==> src/rtl/hazard_ctrl_if.sv <==
// Pipeline-side signals of the hazard controller: decode/execute descriptors,
// the mul/div start/done handshake, and the per-stage stall/flush controls.
// Signal suffixes are written from the controller's point of view.
interface hazard_ctrl_if;
    logic       valid_d_i;
    logic [4:0] rs1_d_i;
    logic [4:0] rs2_d_i;
    logic       valid_e_i;
    logic [4:0] rd_e_i;
    logic       load_e_i;
    logic       md_op_e_i;
    logic       mispredict_e_i;
    logic       md_done_i;
    logic       md_start_o;
    logic       stall_f_o;
    logic       stall_d_o;
    logic       stall_e_o;
    logic       flush_d_o;
    logic       flush_e_o;
    logic       flush_m_o;

    // Controller side
    modport slave (
        input  valid_d_i, rs1_d_i, rs2_d_i,
        input  valid_e_i, rd_e_i, load_e_i, md_op_e_i, mispredict_e_i,
        input  md_done_i,
        output md_start_o,
        output stall_f_o, stall_d_o, stall_e_o,
        output flush_d_o, flush_e_o, flush_m_o
    );

    // Pipeline / environment side
    modport master (
        output valid_d_i, rs1_d_i, rs2_d_i,
        output valid_e_i, rd_e_i, load_e_i, md_op_e_i, mispredict_e_i,
        output md_done_i,
        input  md_start_o,
        input  stall_f_o, stall_d_o, stall_e_o,
        input  flush_d_o, flush_e_o, flush_m_o
    );
endinterface

==> src/rtl/hazard_ctrl.sv <==
// Hazard and sequencing controller for the five-stage core.
// Resolves load-use hazards, execute-stage mispredicts and multi-cycle
// mul/div operations, and keeps free-running stall/flush counters.
//
//   state  | meaning
//   -------+-----------------------------------------------------------
//   IDLE   | no mul/div in flight; a mul/div arriving in E is launched
//   BUSY   | mul/div launched, waiting for the one-cycle done pulse
//
// All stall/flush/start outputs are combinational so they act in the
// same cycle as the hazard; only the FSM state and counters are flops.
module hazard_ctrl #(
    parameter int CNT_WIDTH = 32
) (
    input  logic                 clk_i,
    input  logic                 reset_i,
    hazard_ctrl_if.slave         hz,
    output logic [CNT_WIDTH-1:0] stall_cnt_o,
    output logic [CNT_WIDTH-1:0] flush_cnt_o
);

    typedef enum logic {
        S_IDLE = 1'b0,
        S_BUSY = 1'b1
    } state_t;

    state_t               state_q, state_d;
    logic [CNT_WIDTH-1:0] stall_cnt_q, stall_cnt_d;
    logic [CNT_WIDTH-1:0] flush_cnt_q, flush_cnt_d;

    logic lu;
    logic md_stall;
    logic md_launch;
    logic md_finish;
    logic stall_front;

    // Hazard terms shared by the next-state and output logic
    always_comb begin
        lu = hz.load_e_i & hz.valid_e_i & hz.valid_d_i &
             (hz.rd_e_i != 5'd0) &
             ((hz.rd_e_i == hz.rs1_d_i) | (hz.rd_e_i == hz.rs2_d_i));
        // Done only counts once the op has been launched; a done in the
        // launch cycle cannot belong to this op.
        md_finish = (state_q == S_BUSY) & hz.md_done_i;
        md_stall  = hz.valid_e_i & hz.md_op_e_i & ~md_finish;
        md_launch = (state_q == S_IDLE) & hz.valid_e_i & hz.md_op_e_i;
        stall_front = lu | md_stall;
    end

    // FSM state register
    always_ff @(posedge clk_i) begin
        if (reset_i) begin
            state_q <= S_IDLE;
        end else begin
            state_q <= state_d;
        end
    end

    // FSM next-state logic
    always_comb begin
        state_d = state_q;
        case (state_q)
            S_IDLE: begin
                if (md_launch) begin
                    state_d = S_BUSY;
                end
            end
            S_BUSY: begin
                if (hz.md_done_i) begin
                    state_d = S_IDLE;
                end
            end
            default: state_d = S_IDLE;
        endcase
    end

    // FSM and hazard outputs; a launch is suppressed while reset is held
    // because the long-latency unit is being reset in the same cycle.
    always_comb begin
        hz.md_start_o = md_launch & ~reset_i;
        hz.stall_f_o  = stall_front;
        hz.stall_d_o  = stall_front;
        hz.stall_e_o  = md_stall;
        hz.flush_m_o  = md_stall;
        // While E is frozen by mul/div, a load-use in D needs no bubble.
        hz.flush_e_o  = (lu & ~md_stall) | hz.mispredict_e_i;
        hz.flush_d_o  = hz.mispredict_e_i;
    end

    // Performance counter next values, wrapping naturally at full width
    always_comb begin
        stall_cnt_d = stall_cnt_q;
        flush_cnt_d = flush_cnt_q;
        if (stall_front) begin
            stall_cnt_d = stall_cnt_q + 1'b1;
        end
        if (hz.mispredict_e_i) begin
            flush_cnt_d = flush_cnt_q + 1'b1;
        end
    end

    // Performance counter registers
    always_ff @(posedge clk_i) begin
        if (reset_i) begin
            stall_cnt_q <= '0;
            flush_cnt_q <= '0;
        end else begin
            stall_cnt_q <= stall_cnt_d;
            flush_cnt_q <= flush_cnt_d;
        end
    end

    assign stall_cnt_o = stall_cnt_q;
    assign flush_cnt_o = flush_cnt_q;

endmodule

==> src/flat_wrapper.sv <==
// flat-port wrapper written by rule: the top's interface ports become plain ports
module hazard_ctrl_flat 
#(
    parameter int CNT_WIDTH = 32
)
  (clk_i, reset_i, stall_cnt_o, flush_cnt_o, hz_valid_d_i, hz_rs1_d_i, hz_rs2_d_i, hz_valid_e_i, hz_rd_e_i, hz_load_e_i, hz_md_op_e_i, hz_mispredict_e_i, hz_md_done_i, hz_md_start_o, hz_stall_f_o, hz_stall_d_o, hz_stall_e_o, hz_flush_d_o, hz_flush_e_o, hz_flush_m_o);
  hazard_ctrl_if hz_i ();
  input  logic clk_i;
  input  logic reset_i;
  output logic [CNT_WIDTH-1:0] stall_cnt_o;
  output logic [CNT_WIDTH-1:0] flush_cnt_o;
  input wire logic [$bits(hz_i.valid_d_i)-1:0] hz_valid_d_i;
  input wire logic [$bits(hz_i.rs1_d_i)-1:0] hz_rs1_d_i;
  input wire logic [$bits(hz_i.rs2_d_i)-1:0] hz_rs2_d_i;
  input wire logic [$bits(hz_i.valid_e_i)-1:0] hz_valid_e_i;
  input wire logic [$bits(hz_i.rd_e_i)-1:0] hz_rd_e_i;
  input wire logic [$bits(hz_i.load_e_i)-1:0] hz_load_e_i;
  input wire logic [$bits(hz_i.md_op_e_i)-1:0] hz_md_op_e_i;
  input wire logic [$bits(hz_i.mispredict_e_i)-1:0] hz_mispredict_e_i;
  input wire logic [$bits(hz_i.md_done_i)-1:0] hz_md_done_i;
  output wire logic [$bits(hz_i.md_start_o)-1:0] hz_md_start_o;
  output wire logic [$bits(hz_i.stall_f_o)-1:0] hz_stall_f_o;
  output wire logic [$bits(hz_i.stall_d_o)-1:0] hz_stall_d_o;
  output wire logic [$bits(hz_i.stall_e_o)-1:0] hz_stall_e_o;
  output wire logic [$bits(hz_i.flush_d_o)-1:0] hz_flush_d_o;
  output wire logic [$bits(hz_i.flush_e_o)-1:0] hz_flush_e_o;
  output wire logic [$bits(hz_i.flush_m_o)-1:0] hz_flush_m_o;
  assign hz_i.valid_d_i = hz_valid_d_i;
  assign hz_i.rs1_d_i = hz_rs1_d_i;
  assign hz_i.rs2_d_i = hz_rs2_d_i;
  assign hz_i.valid_e_i = hz_valid_e_i;
  assign hz_i.rd_e_i = hz_rd_e_i;
  assign hz_i.load_e_i = hz_load_e_i;
  assign hz_i.md_op_e_i = hz_md_op_e_i;
  assign hz_i.mispredict_e_i = hz_mispredict_e_i;
  assign hz_i.md_done_i = hz_md_done_i;
  assign hz_md_start_o = hz_i.md_start_o;
  assign hz_stall_f_o = hz_i.stall_f_o;
  assign hz_stall_d_o = hz_i.stall_d_o;
  assign hz_stall_e_o = hz_i.stall_e_o;
  assign hz_flush_d_o = hz_i.flush_d_o;
  assign hz_flush_e_o = hz_i.flush_e_o;
  assign hz_flush_m_o = hz_i.flush_m_o;
  hazard_ctrl #(.CNT_WIDTH(CNT_WIDTH)) u_core (.clk_i(clk_i), .reset_i(reset_i), .hz(hz_i), .stall_cnt_o(stall_cnt_o), .flush_cnt_o(flush_cnt_o));
endmodule
==> config.mk <==
export PLATFORM = sky130hd
export DESIGN_NAME = hazard_ctrl_flat
export DESIGN_NICKNAME = d
export VERILOG_FILES = /design/src/rtl/hazard_ctrl_if.sv /design/src/rtl/hazard_ctrl.sv /design/src/flat_wrapper.sv
export SDC_FILE = /design/constraint.sdc
export NUM_CORES = 1
export LEC_CHECK = 0
export CAP_MARGIN = 20
export CORE_ASPECT_RATIO = 0.8
export CORE_MARGIN = 1.5
export CORE_UTILIZATION = 49
export DETAILED_ROUTE_END_ITERATION = 16
export MAX_ROUTING_LAYER = met4
export PLACE_DENSITY = 0.79
export SLEW_MARGIN = 10
export SYNTH_ARGS = -nofsm -noshare
export SYNTH_HDL_FRONTEND = slang
export SYNTH_SLANG_ARGS = --single-unit
==> constraint.sdc <==
create_clock -name clk_i -period 2.95 [get_ports clk_i]
set_clock_uncertainty 0.15 [all_clocks]
set_input_delay 0.59 -clock clk_i [delete_from_list [all_inputs] [get_ports clk_i]]
set_output_delay 0.59 -clock clk_i [all_outputs]
set_load 0.01 [all_outputs]
**After elaboration in Yosys (flattened, before gate mapping)**

Index checks and enable logic that the tools add are counted.

- Register bits after elaboration: 65
- Input bits: 23

- Add/subtract/negate cells: 2
- Equality and inequality tests: 2
- Multiplexer cells: 3
- Bitwise gates (word level): 18
- Reduce and logical (&&, ||, !) cells: 1

Operators with widths:

| kind | count |
|---|---|
| adder 32 x 1 -> 32 bit (second input constant) | 2 |
| AND 1 bit | 11 |
| equality test 5 bit | 2 |
| nonzero test 5 bit | 1 |
| NOT 1 bit | 4 |
| bitwise OR 1 bit | 3 |
| 2-to-1 mux 1 bit | 2 |
| one-hot mux 1 bit (2 select lines) | 1 |

**Depth between registers and ports, before layout**

- Word-level depth: 6
- Mapped depth: 8
- Gate-level depth less buffers: 7

**Worst setup path after synthesis**

OpenSTA, ideal clock, no wires.

- Path type: input-to-output
- From: input hz_rd_e_i[0]
- To: output hz_stall_f_o
- Arrival time: 1968 ps
- Path slack: 242 ps
- Cell stages on the path: 6
- Cells stage by stage: or4_1 > o2111a_2 > a21oi_2 > inv_2 > buf_6 > buf_4

- Word-level cells in the longest chain between the ends: 4

Ends and longest elaborated chain:

| what | line | text |
|---|---|---|
| from (decl) | flat_wrapper.sv:16 | `input wire logic [$bits(hz_i.rd_e_i)-1:0] hz_rd_e_i;` |
| equality test 5 bit or nonzero test 5 bit (tied branches) | hazard_ctrl.sv:41, hazard_ctrl.sv:40 |  |
| bitwise OR 1 bit or AND 1 bit (tied branches) | hazard_ctrl.sv:41, hazard_ctrl.sv:39 |  |
| AND 1 bit (*) | hazard_ctrl.sv:40 | `(hz.rd_e_i != 5'd0) &` |
| bitwise OR 1 bit (*) | hazard_ctrl.sv:47 | `stall_front = lu \| md_stall;` |
| to (decl) | flat_wrapper.sv:22 | `output wire logic [$bits(hz_i.stall_f_o)-1:0] hz_stall_f_o;` |

Every way passes the cells marked *; elsewhere a longest branch is shown, timed or not.

**Final worst setup path**

Ends and elaborated chain as after synthesis.

==> out/metrics.yaml <==
status: "finished clean"
crit_type: "in2out"
critPathTopFamily: "simple AND/OR/NAND/NOR gates"
antenna_left: 0
clk_latency_ps: 350
async_reset_ff_share_pct: 0
overflow: 0
path_max_fanout: 3
drc: 0
path_cells: "dlygate4sd2_1 > or4_4 > o2111a_2 > a21oi_2 > inv_2 > buf_2"
antenna_cells: 0
antenna_found_initial: 0
die_w_um: 96.9
synth_edf_count: 0
wire_per_inst_um: 15.4
grt_max_degree: 77
arrival_ps: 2170
tritoncts: "done"
placed_area_sq_mm: 0.00454
r2r_start: "u_core.stall_cnt_o[13]$_SDFFE_PP0P_"
synthTopCellsByArea: "dfxtp_1 38%, xor2_1 5.1%, nor2_1 4.9%, xnor2_1 4.8%, nand3_1 4.2%"
drt_pre_antenna_iters: 4
finalHoldViolations: 0
critPathCaptureType: "output port"
io-pin-count: 94
port_buffers: 93
crit_required_ps: 2210
rrSetupSlack_ps: 570
finalCritPeriodShare_pct: 98.6
final_cell_mix: "85 x clkdlybuf4s50_1, 65 x dfxtp_1, 44 x nor2_1, 29 x nand3_1, 27 x nand2_1"
cp_num_cells: 6
placed_cells: 594
dp_hpwl_mm: 6.74
final_cell_area_sq_mm: 0.00478
clock_sinks: 65
synth.distinct_cells: 55
num_vias: 3458
hold_path.class: "reg2reg"
detail_route.iter0.violations: 239
leakage_uw: 0.00175
ys.warnings.count: 0
p_per_area_mw_per_mm2: 379
via_per_inst: 5.62
synthCells: 413
initial_core_util_pct: 50.4
grt_pass1_vias: 3216
cts_buffers: 9
path_buf_inv: 3
netlist_area_sq_mm: 0.00345
gp_congestion: 0.916
clockRootBuffer: "clkbuf_8"
stdcell_count: 615
core-area_sq_mm: 0.00686
r2r_end: "u_core.stall_cnt_o[25]$_SDFFE_PP0P_"
layout_commonest_cell: "clkdlybuf4s50_1"
grt_pass1_wl_mm: 15.4
ys.flop_type: "dfxtp_1"
fin_crit_ps: 2910
ir_worst_vdd_uv: 212
maxCapViolations: 0
die-area_sq_mm: 0.00757
synth_seq_area_share_pct: 37.7
synth_fp_nets: 438
routed_wirelength_mm: 9.49
cpPeakStageDelay_ps: 580
yosysTopAreaCell: "dfxtp_1"
crit_path_start_kind: "input port"
track_usage_pct: 25.7
cts.clk_slew.worst_paths_ps: 60
setup_viol_count_final: 0
relSlewSlack_pct: 49.0
slew_viol_final: 0
htree_num_levels: 3
crit_path_start: "hz_rd_e_i[0]"
dieHeight_um: 78.1
syn_area_per_cell_sq_um: 8.36
worst_path_max_delay_cell: "or4_4"
crit_end: "hz_stall_f_o"
synth_top_area_share_pct: 37.7
tightest_slew_ps: 765
area_delta_synth_final_pct: 38.5
cts_buffer_depth: 2
layout-drive-gt1-share_pct: 14.0
ys_ff_latch: 65
rows: 27
max_freq_ghz: 0.344
fin_nets: 548
reg2reg_depth: 6
## state kept, by name, summed over array words and instances, names as in the netlist
| register | cells |
|---|---|
| u_core.stall_cnt_o | 32 |
| u_core.flush_cnt_o | 32 |
| u_core.state_q | 1 |
## power by group
| part | switching (uW) | leakage, uW | internal, uW | total [uW] |
|---|---|---|---|---|
| sequential | 8.07 | 0.000524 | 883 | 891 |
| combinational | 78.9 | 0.00113 | 81.0 | 160 |
| clock | 351 | 0.0000953 | 410 | 761 |
| total | 438 | 0.00175 | 1370 | 1810 |
## timing repair
| item | 4_1_cts | 5_1_grt |
|---|---|---|
| buffers inserted | 3 | 2 |
| endpoints found under the setup margin | 3 | 2 |
| gates resized for setup | 17 | 3 |
| pin swaps | 4 | 3 |
| hold buffers | 0 | 0 |
## cells in the mapped netlist, drive strengths merged (2+ instances only)
| master | number |
|---|---|
| ha | 2 |
| a21o | 8 |
| xnor2 | 19 |
| mux2 | 9 |
| nand4 | 18 |
| a21oi | 23 |
| a31o | 4 |
| dfxtp | 65 |
| and3 | 23 |
| nor4 | 6 |
| nand3 | 30 |
| and4 | 5 |
| nor3 | 11 |
| o21ai | 16 |
| inv | 14 |
| xor2 | 20 |
| nor2b | 11 |
| and2 | 2 |
| o2111ai | 2 |
| or4 | 4 |
| nor2 | 45 |
| o31ai | 3 |
| nand2 | 27 |
| or3 | 12 |
| buf | 12 |
| clkbuf | 8 |
## logic make-up (layout without fill, tap and decap cells)
kind of cell | Yosys count | in the layout | synth area share (%)
mux | 10 | 10 | 3.22
flops | 65 | 65 | 37.7
simple gates | 198 | 198 | 31.5
buf+inv | 35 | 150 | 4.78
xor+xnor | 39 | 39 | 9.89
compound gates | 64 | 64 | 12.2
fa+ha+maj | 2 | 2 | 0.724
## layout make-up
class	instances	area [sq um]
fillers	574	2070
inverters	15	56.3
clock inverters	5	55.1
repair buffers	119	1110
multi-input cells	313	2010
clock buffers	11	141
well taps	87	109
flip-flops and latches	65	1300
## tightest hold or removal path: stages (launching register included)
cell	delay (ps)
dfxtp_1	330
o21ai_0	70
a21oi_1	60
## worst min-delay path by stage
stage                                                   start                                  end  slack [ps]  depth (start not counted)
after floorplan           u_core.stall_cnt_o[31]$_SDFFE_PP0P_  u_core.stall_cnt_o[31]$_SDFFE_PP0P_         360                          2
after detailed placement  u_core.flush_cnt_o[28]$_SDFFE_PP0P_  u_core.flush_cnt_o[28]$_SDFFE_PP0P_         350                          2
after global routing       u_core.stall_cnt_o[1]$_SDFFE_PP0P_   u_core.stall_cnt_o[1]$_SDFFE_PP0P_         390                          2
after global placement     u_core.stall_cnt_o[8]$_SDFFE_PP0P_   u_core.stall_cnt_o[8]$_SDFFE_PP0P_         330                          2
after CTS                 u_core.flush_cnt_o[28]$_SDFFE_PP0P_  u_core.flush_cnt_o[28]$_SDFFE_PP0P_         360                          2
final                     u_core.flush_cnt_o[28]$_SDFFE_PP0P_  u_core.flush_cnt_o[28]$_SDFFE_PP0P_         350                          2
## per-stage QoR
step	TNS [ps]	power, uW	hold slack, ps	util (%)	worst slack (ps)
2_1_floorplan	0	983	357	-	242
3_3_place_gp	-1330	1060	328	66.2	-450
3_5_place_dp	-1560	1060	350	66.2	-482
4_1_cts	-0.340	1820	359	69.4	-0.340
5_1_grt	-21.2	1880	391	69.8	-21.2
6_report	0	1810	354	69.8	41.8
## routing by layer
| metal | share of wire [%] | track usage [%] |
|---|---|---|
| met1 | 45 | 30.8 |
| met2 | 48 | 43.2 |
| met4 | 1.8 | 6.52 |
| met5 | 0 | - |
| met3 | 5.2 | 6.95 |
Power figures use the tool's default switching activity.
